===== src/rtl/rf_wb_pkg.sv =====
// Shared types and constants for the register-file writeback controller.
package rf_wb_pkg;

  localparam int REG_ADDR_W = 5;
  localparam int NUM_REGS   = 32;
  localparam int DATA_W     = 32;

  typedef struct packed {
    logic [REG_ADDR_W-1:0] rd;
    logic [DATA_W-1:0]     data;
  } lu_entry_t;

  typedef enum logic [1:0] {
    SRC_NONE,
    SRC_PIPE,
    SRC_LU
  } wb_src_e;

endpackage


===== src/rtl/rf_wb_fifo.sv =====
// Small synchronous FIFO of long-latency results; the head is readable
// combinationally so the write port can take it in the same cycle.
module rf_wb_fifo
  import rf_wb_pkg::*;
#(
  parameter int DEPTH = 4
) (
  input  logic      i_clk,
  input  logic      i_reset,
  input  logic      push,
  input  lu_entry_t push_entry,
  input  logic      pop,
  output lu_entry_t head,
  output logic      full,
  output logic      empty
);

  localparam int PTR_W = $clog2(DEPTH);
  localparam int CNT_W = PTR_W + 1;

  lu_entry_t        mem [DEPTH];
  logic [PTR_W-1:0] wr_ptr_reg;
  logic [PTR_W-1:0] rd_ptr_reg;
  logic [CNT_W-1:0] count_reg;
  logic [CNT_W-1:0] count_next;

  always_comb begin
    count_next = count_reg;
    case ({push, pop})
      2'b10:   count_next = count_reg + CNT_W'(1);
      2'b01:   count_next = count_reg - CNT_W'(1);
      default: count_next = count_reg;
    endcase
  end

  // Pointers are exactly log2(DEPTH) wide, so they wrap without compare logic.
  always_ff @(posedge i_clk or negedge i_reset) begin
    if (!i_reset) begin
      wr_ptr_reg <= '0;
      rd_ptr_reg <= '0;
      count_reg  <= '0;
    end else begin
      if (push) wr_ptr_reg <= wr_ptr_reg + PTR_W'(1);
      if (pop)  rd_ptr_reg <= rd_ptr_reg + PTR_W'(1);
      count_reg <= count_next;
    end
  end

  always_ff @(posedge i_clk) begin
    if (push) mem[wr_ptr_reg] <= push_entry;
  end

  assign head  = mem[rd_ptr_reg];
  assign full  = (count_reg == CNT_W'(DEPTH));
  assign empty = (count_reg == '0);

endmodule


===== src/rtl/rf_wb_ctrl.sv =====
// Register-file write port owner: merges pipeline WB and queued long-latency
// results, and tracks busy destinations. Optional macro: RF_WB_STARVE_GUARD_EN.
module rf_wb_ctrl
  import rf_wb_pkg::*;
#(
  parameter int XLEN         = 32,
  parameter int FIFO_DEPTH   = 4,
  parameter int STARVE_LIMIT = 8
) (
  input  logic            i_clk,
  input  logic            i_reset,
  input  logic            i_wb_valid,
  input  logic [4:0]      i_wb_rd,
  input  logic [XLEN-1:0] i_wb_data,
  input  logic            i_lu_issue,
  input  logic [4:0]      i_lu_issue_rd,
  input  logic            i_lu_valid,
  input  logic [4:0]      i_lu_rd,
  input  logic [XLEN-1:0] i_lu_data,
  output logic            o_lu_ready,
  output logic            o_rd_wren,
  output logic [4:0]      o_rd_addr,
  output logic [XLEN-1:0] o_rd_data,
  output logic [31:0]     o_busy,
  output logic            o_pipe_stall,
  output logic            o_err
);

  if (XLEN != DATA_W) begin : g_bad_xlen
    $error("rf_wb_ctrl: XLEN must match rf_wb_pkg::DATA_W");
  end
  if (FIFO_DEPTH < 2 || (FIFO_DEPTH & (FIFO_DEPTH - 1)) != 0) begin : g_bad_depth
    $error("rf_wb_ctrl: FIFO_DEPTH must be a power of 2 and >= 2");
  end
  if (STARVE_LIMIT < 1) begin : g_bad_limit
    $error("rf_wb_ctrl: STARVE_LIMIT must be >= 1");
  end

  wb_src_e               src;
  lu_entry_t             fifo_head;
  logic                  fifo_full;
  logic                  fifo_empty;
  logic                  fifo_push;
  logic                  fifo_pop;
  logic                  pipe_req;
  logic                  ready_en_reg;
  logic                  err_reg;
  logic                  err_next;
  logic [NUM_REGS-1:0]   busy_reg;
  logic [NUM_REGS-1:0]   busy_next;

  // Ready stays low until the first edge after reset release.
  assign o_lu_ready = ready_en_reg && !fifo_full;
  assign fifo_push  = i_lu_valid && o_lu_ready;
  assign fifo_pop   = (src == SRC_LU);
  assign pipe_req   = i_reset && i_wb_valid && (i_wb_rd != '0);

  rf_wb_fifo #(
    .DEPTH(FIFO_DEPTH)
  ) u_fifo (
    .i_clk     (i_clk),
    .i_reset   (i_reset),
    .push      (fifo_push),
    .push_entry('{rd: i_lu_rd, data: i_lu_data}),
    .pop       (fifo_pop),
    .head      (fifo_head),
    .full      (fifo_full),
    .empty     (fifo_empty)
  );

`ifdef RF_WB_STARVE_GUARD_EN
  localparam int SC_W = $clog2(STARVE_LIMIT + 1);
  logic [SC_W-1:0] starve_cnt_reg;

  // Fires on the STARVE_LIMIT-th consecutive blocked cycle and forces a pop.
  assign o_pipe_stall = !fifo_empty && pipe_req &&
                        (starve_cnt_reg == SC_W'(STARVE_LIMIT - 1));

  always_ff @(posedge i_clk or negedge i_reset) begin
    if (!i_reset) begin
      starve_cnt_reg <= '0;
    end else if (fifo_pop) begin
      starve_cnt_reg <= '0;
    end else if (pipe_req && !fifo_empty) begin
      starve_cnt_reg <= starve_cnt_reg + SC_W'(1);
    end
  end
`else
  assign o_pipe_stall = 1'b0;
`endif

  always_comb begin
    src = SRC_NONE;
    if (pipe_req && !o_pipe_stall) begin
      src = SRC_PIPE;
    end else if (i_reset && !fifo_empty) begin
      src = SRC_LU;
    end
  end

  always_comb begin
    o_rd_wren = 1'b0;
    o_rd_addr = '0;
    o_rd_data = '0;
    case (src)
      SRC_PIPE: begin
        o_rd_wren = 1'b1;
        o_rd_addr = i_wb_rd;
        o_rd_data = i_wb_data;
      end
      SRC_LU: begin
        o_rd_wren = (fifo_head.rd != '0);
        o_rd_addr = fifo_head.rd;
        o_rd_data = fifo_head.data;
      end
      default: ;
    endcase
  end

  // Per-register scoreboard; a same-cycle issue beats the retiring pop.
  genvar gi;
  for (gi = 0; gi < NUM_REGS; gi++) begin : g_busy
    logic set_bit;
    logic clr_bit;
    assign set_bit = i_lu_issue && (i_lu_issue_rd == REG_ADDR_W'(gi)) && (gi != 0);
    assign clr_bit = fifo_pop && (fifo_head.rd == REG_ADDR_W'(gi));
    assign busy_next[gi] = set_bit || (busy_reg[gi] && !clr_bit);
  end

  always_comb begin
    err_next = err_reg;
    if (i_lu_issue && (i_lu_issue_rd != '0) && busy_reg[i_lu_issue_rd]) err_next = 1'b1;
    if (i_lu_valid && !busy_reg[i_lu_rd])                                err_next = 1'b1;
    if (pipe_req && !o_pipe_stall && busy_reg[i_wb_rd])                  err_next = 1'b1;
  end

  always_ff @(posedge i_clk or negedge i_reset) begin
    if (!i_reset) begin
      ready_en_reg <= 1'b0;
      err_reg      <= 1'b0;
      busy_reg     <= '0;
    end else begin
      ready_en_reg <= 1'b1;
      err_reg      <= err_next;
      busy_reg     <= busy_next;
    end
  end

  assign o_busy = busy_reg;
  assign o_err  = err_reg;

endmodule


===== config.mk =====
export PLATFORM = sky130hd
export DESIGN_NAME = rf_wb_ctrl
export DESIGN_NICKNAME = d
export VERILOG_FILES = /design/src/rtl/rf_wb_pkg.sv /design/src/rtl/rf_wb_fifo.sv /design/src/rtl/rf_wb_ctrl.sv
export SDC_FILE = /design/constraint.sdc
export NUM_CORES = 1
export LEC_CHECK = 0
export ABC_AREA = 1
export ABC_CLOCK_PERIOD_IN_PS = 2750
export BUFFER_PORTS_ARGS = -buffer_cell sky130_fd_sc_hd__buf_2
export CAP_MARGIN = 20
export CELL_PAD_IN_SITES_DETAIL_PLACEMENT = 2
export CELL_PAD_IN_SITES_GLOBAL_PLACEMENT = 2
export CORE_AREA = 2 2 175 177
export DETAILED_ROUTE_END_ITERATION = 10
export DIE_AREA = 0 0 177 179
export PLACE_DENSITY_LB_ADDON = 0.1
export RECOVER_POWER = 50
export SYNTH_ARGS = -nofsm -noshare
export SYNTH_HDL_FRONTEND = slang
export SYNTH_SLANG_ARGS = --single-unit

===== constraint.sdc =====
create_clock -name i_clk -period 2.75 [get_ports i_clk]
set_clock_uncertainty 0.1 [all_clocks]
set_input_delay 0.55 -clock i_clk [delete_from_list [all_inputs] [get_ports i_clk]]
set_output_delay 0.55 -clock i_clk [all_outputs]
set_load 0.05 [all_outputs]

==> results of run 1 <==
## where the power goes
part	internal [W]	switching (W)	leakage (nW)
registers	0.00361	0.000452	1.83
logic	0.00160	0.00428	2.55
clock network	0.00121	0.00123	0.278
## per-stage QoR
step	utilization [%]	total power (W)
4_1_cts	37.0	0.0124
3_5_place_dp	34.9	0.00979
6_report	37.2	0.0124
2_1_floorplan	-	0.00779
5_1_grt	37.2	0.0132
3_3_place_gp	34.9	0.00968
## repair_timing
| item | CTS | global route |
|---|---|---|
| setup buffers | 0 | 4 |
| gates resized for setup | 20 | 24 |
| pin swaps | 0 | 4 |
| setup endpoints to repair | 38 | 19 |
| hold buffers | 1 | 0 |
| endpoints found under the hold margin | 1 | 0 |
## cells by family after synthesis
| logic type | after synthesis | synth area share [%] |
|---|---|---|
| compound gates | 178 | 12.2 |
| xor+xnor | 4 | 0.386 |
| fa+ha+maj | 6 | 0.910 |
| buf+inv | 151 | 7.05 |
| flops | 189 | 60.3 |
| other cells | 2 | 0.0828 |
| simple gates | 418 | 19.1 |
## placed cells by master, fill, tap and decap left out, types with 3 or more instances in the layout
cell type / count
dfrtp_1: 39
nand3_1: 88
buf_12: 7
buf_8: 4
nand2_2: 5
o21ai_0: 75
inv_6: 5
nor2_4: 5
o22ai_1: 6
a32o_1: 28
o21ai_1: 10
inv_2: 4
clkbuf_16: 17
a22o_1: 4
clkbuf_1: 36
inv_4: 5
ha_1: 5
clkinv_1: 4
inv_1: 93
inv_8: 5
buf_2: 110
o21ai_2: 10
nor2_1: 37
buf_4: 33
a21oi_1: 38
edfxtp_1: 148
nand2_1: 274
o211ai_1: 3
## routing by layer
metal	wire [µm]	vias to the layer above	GRT usage, %
li1	-	3559	-
met1	15300	3792	28.9
met2	14500	128	32.6
met3	1060	19	3.14
met4	272	0	4.34
met5	0	-	0
## worst max path at each step
stage                    startpoint                   to  slack, ps
3_5_place_dp                i_reset        o_rd_data[31]         90
4_1_cts        u_fifo.rd_ptr_reg[0]            o_rd_wren        -60
5_1_grt        u_fifo.rd_ptr_reg[0]            o_rd_wren        -60
3_3_place_gp             i_wb_rd[3]  u_fifo.count_reg[2]        140
6_report       u_fifo.rd_ptr_reg[0]            o_rd_wren         50
2_1_floorplan            i_wb_rd[0]         o_rd_addr[0]        -20
## critical path: cells and delay by family (launching register included)
family,cells,cell delay [ps]
buf+inv,3,470
flops,1,440
simple gates,7,710
## cell type report
| cell class | count | area share (%) |
|---|---|---|
| Tap cell | 396 | 4.44 |
| Clock inverter | 14 | 1.29 |
| Timing Repair Buffer | 195 | 10.5 |
| Sequential cell | 189 | 49.0 |
| Inverter | 105 | 3.64 |
| Antenna cell | 2 | 0.0448 |
| Clock buffer | 17 | 3.81 |
| Multi-Input combinational cell | 608 | 27.2 |
==> impl_results.md, run 1 <==
* Gpl congestion at roughly 0.79
* R2R setup slack at about 500 ps
* Fin. Hold Viols at 0
* Gr usage total at 20.3%
* Startpoint Class: register
* Crit path time final at 2700 ps
* Distinct cells, synth at 36
* Most frequent cells after synthesis: nand2_1 (278), edfxtp_1 (148), inv_1 (96), nand3_1 (90), o21ai_0 (77)
* Async set-reset flop share out of synthesis at a little over a fifth
* Syn Inst Count at ~950
* Layout Nets at 1206
* Relative slew slack at between 15 and 20%
* IO Pins at ~160
* Final wirelength at approximately 31000 µm
* TritonCTS clock tree: done
* Post-route cell area at 11200 µm²
* Crit path kind: reg2out
* DP Area at about 10000 µm²
* Register Area at around 5500 µm²
* Hold path depth at 1
* Vias in the first global route at approximately 8000
* Pwr dens at 1110 nW/µm²
* Slowest CP cell: dfrtp_2
* Share of cells above drive strength 1 at between 20% and 30%
* CTS root buf: clkbuf_16
* Maxcap violations at 0
* Total CTS buffers at 17
* Seq cells post-synth at 189
* Status: finished, final reports clean
* Largest net degree at the start of global routing at ~40
* Synth area leader: edfxtp_1
* Full die area at between 30000 and 40000 µm²
* Critical path cell sequence: buf_8, nand2_1, nand3_1, nand2_2, nand2_1, inv_2, nand3_4, nand2_1, nand2_1, buf_4
* H-Tree Level Count at 4
* Core area at approximately 30000 µm²
* Grt ovf at 0
* Via-per-instance ratio at just under 5
* CTS sink cnt at roughly 190
* Chip height at about 180 µm
* Maximum VDD drop at ~0.00049 V
* Max Buffers Root-to-Sink at 2
* Warnings, synthesis at 0
* DRC at 0
* Post-synthesis sequential area ratio at between 60% and 70%
* Yosys top cell area share at roughly half
* Initial Utilization at 30.2%
* Worst Tran Pin Value at around 1200 ps
* Top-count cell post-synth: nand2_1
* CP endpoint kind: primary output
* Rows at 64
* Mapped Area at ~9100 µm²
* Final Setup Violations at 0
* Number of flip-flops in the largest register at between 100 and 150
* Worst skew pair latency at approximately 440 ps
* Non-Filler Instances at roughly 1500
* Worst r2r src: u_fifo.rd_ptr_reg[0]
* Hold_sp: i_lu_data[27]
* Via Count at 7498
* Pleak at 4.66 nW
* TritonRoute pass-1 iters at 5
* Final Max Slew Viols at 0
* Multi-input gate area at slightly above 3000 µm²
* Area contributors post-synth: edfxtp_1 (49%), nand2_1 (12%), dfrtp_1 (11%), nand3_1 (5.0%), o21ai_0 (4.2%)
* Hold WC Path Type: in2reg
* FILL cells at 3373
* Reg clk slew, reported paths at roughly 80 ps
* FF-to-FF path depth at 9
* Hold endpoint: u_fifo.mem[2][27]
* Avg Inst Size Synth at ~9.6 µm²
* Number of flops mapped to enable cells by yosys at 148
* Post-route setup slack at approximately 49 ps
* RSZ-0062 raised after global routing: yes
* DP Wirelength at between 20000 and 25000 µm
* Syn nets at roughly 1000
* Max Fclk at 370 MHz
* Place WS at 90.9 ps
* Ys flop type: edfxtp_1
* Worst stage delay on the critical path at approximately 440 ps
* Post-detailed-route count of antenna-violating nets at 0
* Die Wd at roughly 180 µm
* Crit-path most repeated cell: nand2_1
* Worst endpoint required time at 2100 ps
* 1st-iter DRT viols at 326
* Crit Path Max Fanout at 22
* Synth-to-Final Area Change at 23.0%
* Initial antenna violation count at 2
* Routed len/inst at 20.4 µm
* Final hold slack at 266 ps
* Port buffer count at about 160
* Final setup TNS at 0 ps
* Post-Place Cells at about 1500
* Worst R2R End: o_busy[11]
* Arrival time at the worst endpoint at around 2100 ps
* First-pass GRT wire length at 48000 µm
* Final Cycle Share at about 98%
Power figures use the tool's default switching activity.
==> inputs of run 2 (changes only) <==
--- a/config.mk
+++ b/config.mk
@@ -11,11 +11,13 @@
 export CAP_MARGIN = 20
 export CELL_PAD_IN_SITES_DETAIL_PLACEMENT = 2
 export CELL_PAD_IN_SITES_GLOBAL_PLACEMENT = 2
-export CORE_AREA = 2 2 175 177
+export CORE_AREA = 2 2 174 176
+export CTS_BUF_LIST = sky130_fd_sc_hd__clkbuf_8 sky130_fd_sc_hd__clkbuf_16
 export DETAILED_ROUTE_END_ITERATION = 10
-export DIE_AREA = 0 0 177 179
-export PLACE_DENSITY_LB_ADDON = 0.1
+export DIE_AREA = 0 0 176 178
+export PLACE_DENSITY = 0.82
 export RECOVER_POWER = 50
 export SYNTH_ARGS = -nofsm -noshare
 export SYNTH_HDL_FRONTEND = slang
+export SYNTH_HIERARCHICAL = 1
 export SYNTH_SLANG_ARGS = --single-unit
==> impl_results.md, run 2 <==
* Final hold slack at between 200 and 300 ps
* Maxcap violations at 0
* Int Power at roughly 0.007 W
* Clk pwr share at between 10% and 20%
* Number of flip-flops in the largest register at 148
* Yosys top cell area share at between 40% and 50%
* RSZ-0062 raised after global routing: yes
* Distinct cells, synth at 35
* Initial Utilization at between 30% and 40%
* Seq cells post-synth at roughly 190
* Reg clk slew, reported paths at ~90 ps
* Top-count cell post-synth: nand2_1
* Synth-to-Final Area Change at 23.8%
* Mapped Area at between 9000 and 10000 µm²
* Net Switching at roughly 0.0063 W
* Combinational Power Share at between 50% and 60%
* Largest net degree at the start of global routing at 55
* Avg Inst Size Synth at 9.69 µm²
* Family with the most delay on the worst path: flip-flops
* Crit path time final at 2820 ps
* Relative slew slack at a little over a fifth
* Pwr dens at 1130 nW/µm²
* Async set-reset flop share out of synthesis at a little over a fifth
* Hold WC Path Type: in2reg
* Chip height at about 180 µm
* Max Fclk at roughly 350 MHz
* Maximum VDD drop at between 0.0006 and 0.0007 V
* Arrival time at the worst endpoint at 2170 ps
* CP endpoint kind: primary output
* Area contributors post-synth: edfxtp_1 (48%), dfrtp_1 (11%), nand2_1 (11%), o211ai_1 (6.2%), inv_1 (5.9%)
* Gr usage total at 22.2%
* Status: finished, violations left
* IO Pins at 157
* DP Area at 10600 µm²
* Via Count at 7903
* Post-route cell area at around 12000 µm²
* Die Wd at roughly 180 µm
* TritonCTS clock tree: done
* Crit Path Max Fanout at 4
* Ys flop type: edfxtp_1
* Final wirelength at roughly 35000 µm
* Warnings, synthesis at 6
* Max Buffers Root-to-Sink at 2
* Worst skew pair latency at between 400 and 500 ps
* Post-detailed-route count of antenna-violating nets at 0
* Critical path cell sequence: buf_4, o211ai_1, nand2_2, nor2_4, nand2_2, nor2_4, o21ai_4, buf_6
* First-pass GRT wire length at 51800 µm
* Post-route setup slack at -70.1 ps
* Most common cell after layout, fill and taps aside: nand2_1
* Synth area leader: edfxtp_1
* Syn nets at roughly 1100
* Initial antenna violation count at 2
* CTS sink cnt at approximately 190
* Net Sw Frac at about half
* Vias in the first global route at 8661
* Routed len/inst at approximately 22 µm
* Most frequent cells in the layout: nand2_1 (264), inv_1 (148), edfxtp_1 (148)
* H-Tree Level Count at 4
* Number of flops mapped to enable cells by yosys at between 100 and 150
* Core area at ~30000 µm²
* Port buffer count at roughly 160
* Post-synthesis sequential area ratio at between 50 and 60%
* Grt ovf at 0
* Final setup TNS at -183 ps
* Gpl congestion at around 0.84
* 1st-iter DRT viols at ~480
* DP Wirelength at ~23000 µm
* TritonRoute pass-1 iters at 5
* Non-Filler Instances at ~1600
* Final Setup Violations at 3
* Worst Tran Pin Value at roughly 1200 ps
* Total CTS buffers at 17
* Crit path kind: reg2out
* Final Max Slew Viols at 0
* Syn Inst Count at approximately 960
* Worst endpoint required time at approximately 2100 ps
* Rows at 63
* CTS root buf: clkbuf_16
* Reg power frac at 30.9%
* Pleak at between 5 and 6 nW
* Startpoint Class: register
* Worst stage delay on the critical path at ~520 ps
* WP buf/inv at 2
* Share of cells above drive strength 1 at 19.3%
* Post-Place Cells at between 1000 and 1500
* DRC at 0
* Slowest CP cell: dfrtp_4
* Via-per-instance ratio at 5.09
* Fin. Hold Viols at 0
* Final Power at around 0.013 W
* Layout Nets at ~1200
* Most frequent cells after synthesis: nand2_1 (269), edfxtp_1 (148), inv_1 (148), o211ai_1 (77), nand3_1 (54)
* Full die area at 31300 µm²
* Failing checks: negative setup slack
* Final Cycle Share at 103%
==> run 2: timing repair <==
action / CTS / global route
endpoints found under the hold margin: 3 / 0
buffers inserted: 14 / 6
hold buffers: 1 / 0
pin swaps: 19 / 42
endpoints found under the setup margin: 36 / 39
cloned: 2 / 1
resized for setup: 47 / 36
==> run 2: worst register-to-register path: cells and delay by family, from the launching register on <==
kind,cells,cell delay (ps)
and+or+nand+nor,3,410
AOI/OAI and AO/OA,3,480
DFF,1,520
buffers and inverters,9,1040
==> run 2: cells by family after synthesis <==
logic type      count (synthesis)  synth area share (%)
compound gates                191                  14.1
simple gates                  373                  16.3
fa+ha+maj                       6                 0.884
flops                         189                  58.6
xor+xnor                        4                 0.375
buf+inv                       199                  9.71
other cells                     2                0.0804
==> run 2: final timing paths <==
| path | from | end | slack [ps] | cells past startpoint |
|---|---|---|---|---|
| setup / recovery | u_fifo/rd_ptr_reg[0] | o_rd_wren | -70 | 8 |
| hold / removal | i_lu_data[8] | u_fifo/mem[1][8] | 260 | 1 |
| setup reg to reg | u_fifo/rd_ptr_reg[0] | o_busy[17] | 60 | 15 |
| hold reg to reg | o_busy[0] | o_busy[0] | 410 | 2 |
| max in group asynchronous | i_reset | u_fifo/rd_ptr_reg[0] | 1390 | 2 |
| min in group asynchronous | i_reset | o_busy[18] | 380 | 2 |
==> run 2: power groups by stage <==
stage                     clock (W)  combinational [W]  sequential, W
after floorplan                   0            0.00332        0.00472
after global placement            0            0.00544        0.00409
after detailed placement          0            0.00570        0.00414
after CTS                   0.00250            0.00633        0.00403
after global routing        0.00262            0.00702        0.00410
final                       0.00248            0.00656        0.00405
==> run 2: layout make-up <==
class | instances | area (µm²)
multi-input cells | 576 | 3030
inverters | 152 | 583
fillers | 3248 | 17800
clock inverters | 15 | 153
well taps | 390 | 488
repair buffers | 212 | 1400
diodes | 2 | 5.00
flip-flops and latches | 189 | 5470
clock buffers | 17 | 425
==> run 2: metrics by stage <==
step	setup WS (ps)	util [%]
2_1_floorplan	115	-
3_3_place_gp	235	36.0
3_5_place_dp	103	36.0
4_1_cts	-17.9	39.1
5_1_grt	-142	39.3
6_report	-70.1	39.3
==> run 2: layer usage <==
metal	GRT usage [%]	vias up	share of wire, %
met5	0	-	0.038
met4	6.78	2	1.6
met3	4.28	37	4.2
met2	40.5	208	52
met1	26.4	4049	42
li1	-	3607	-
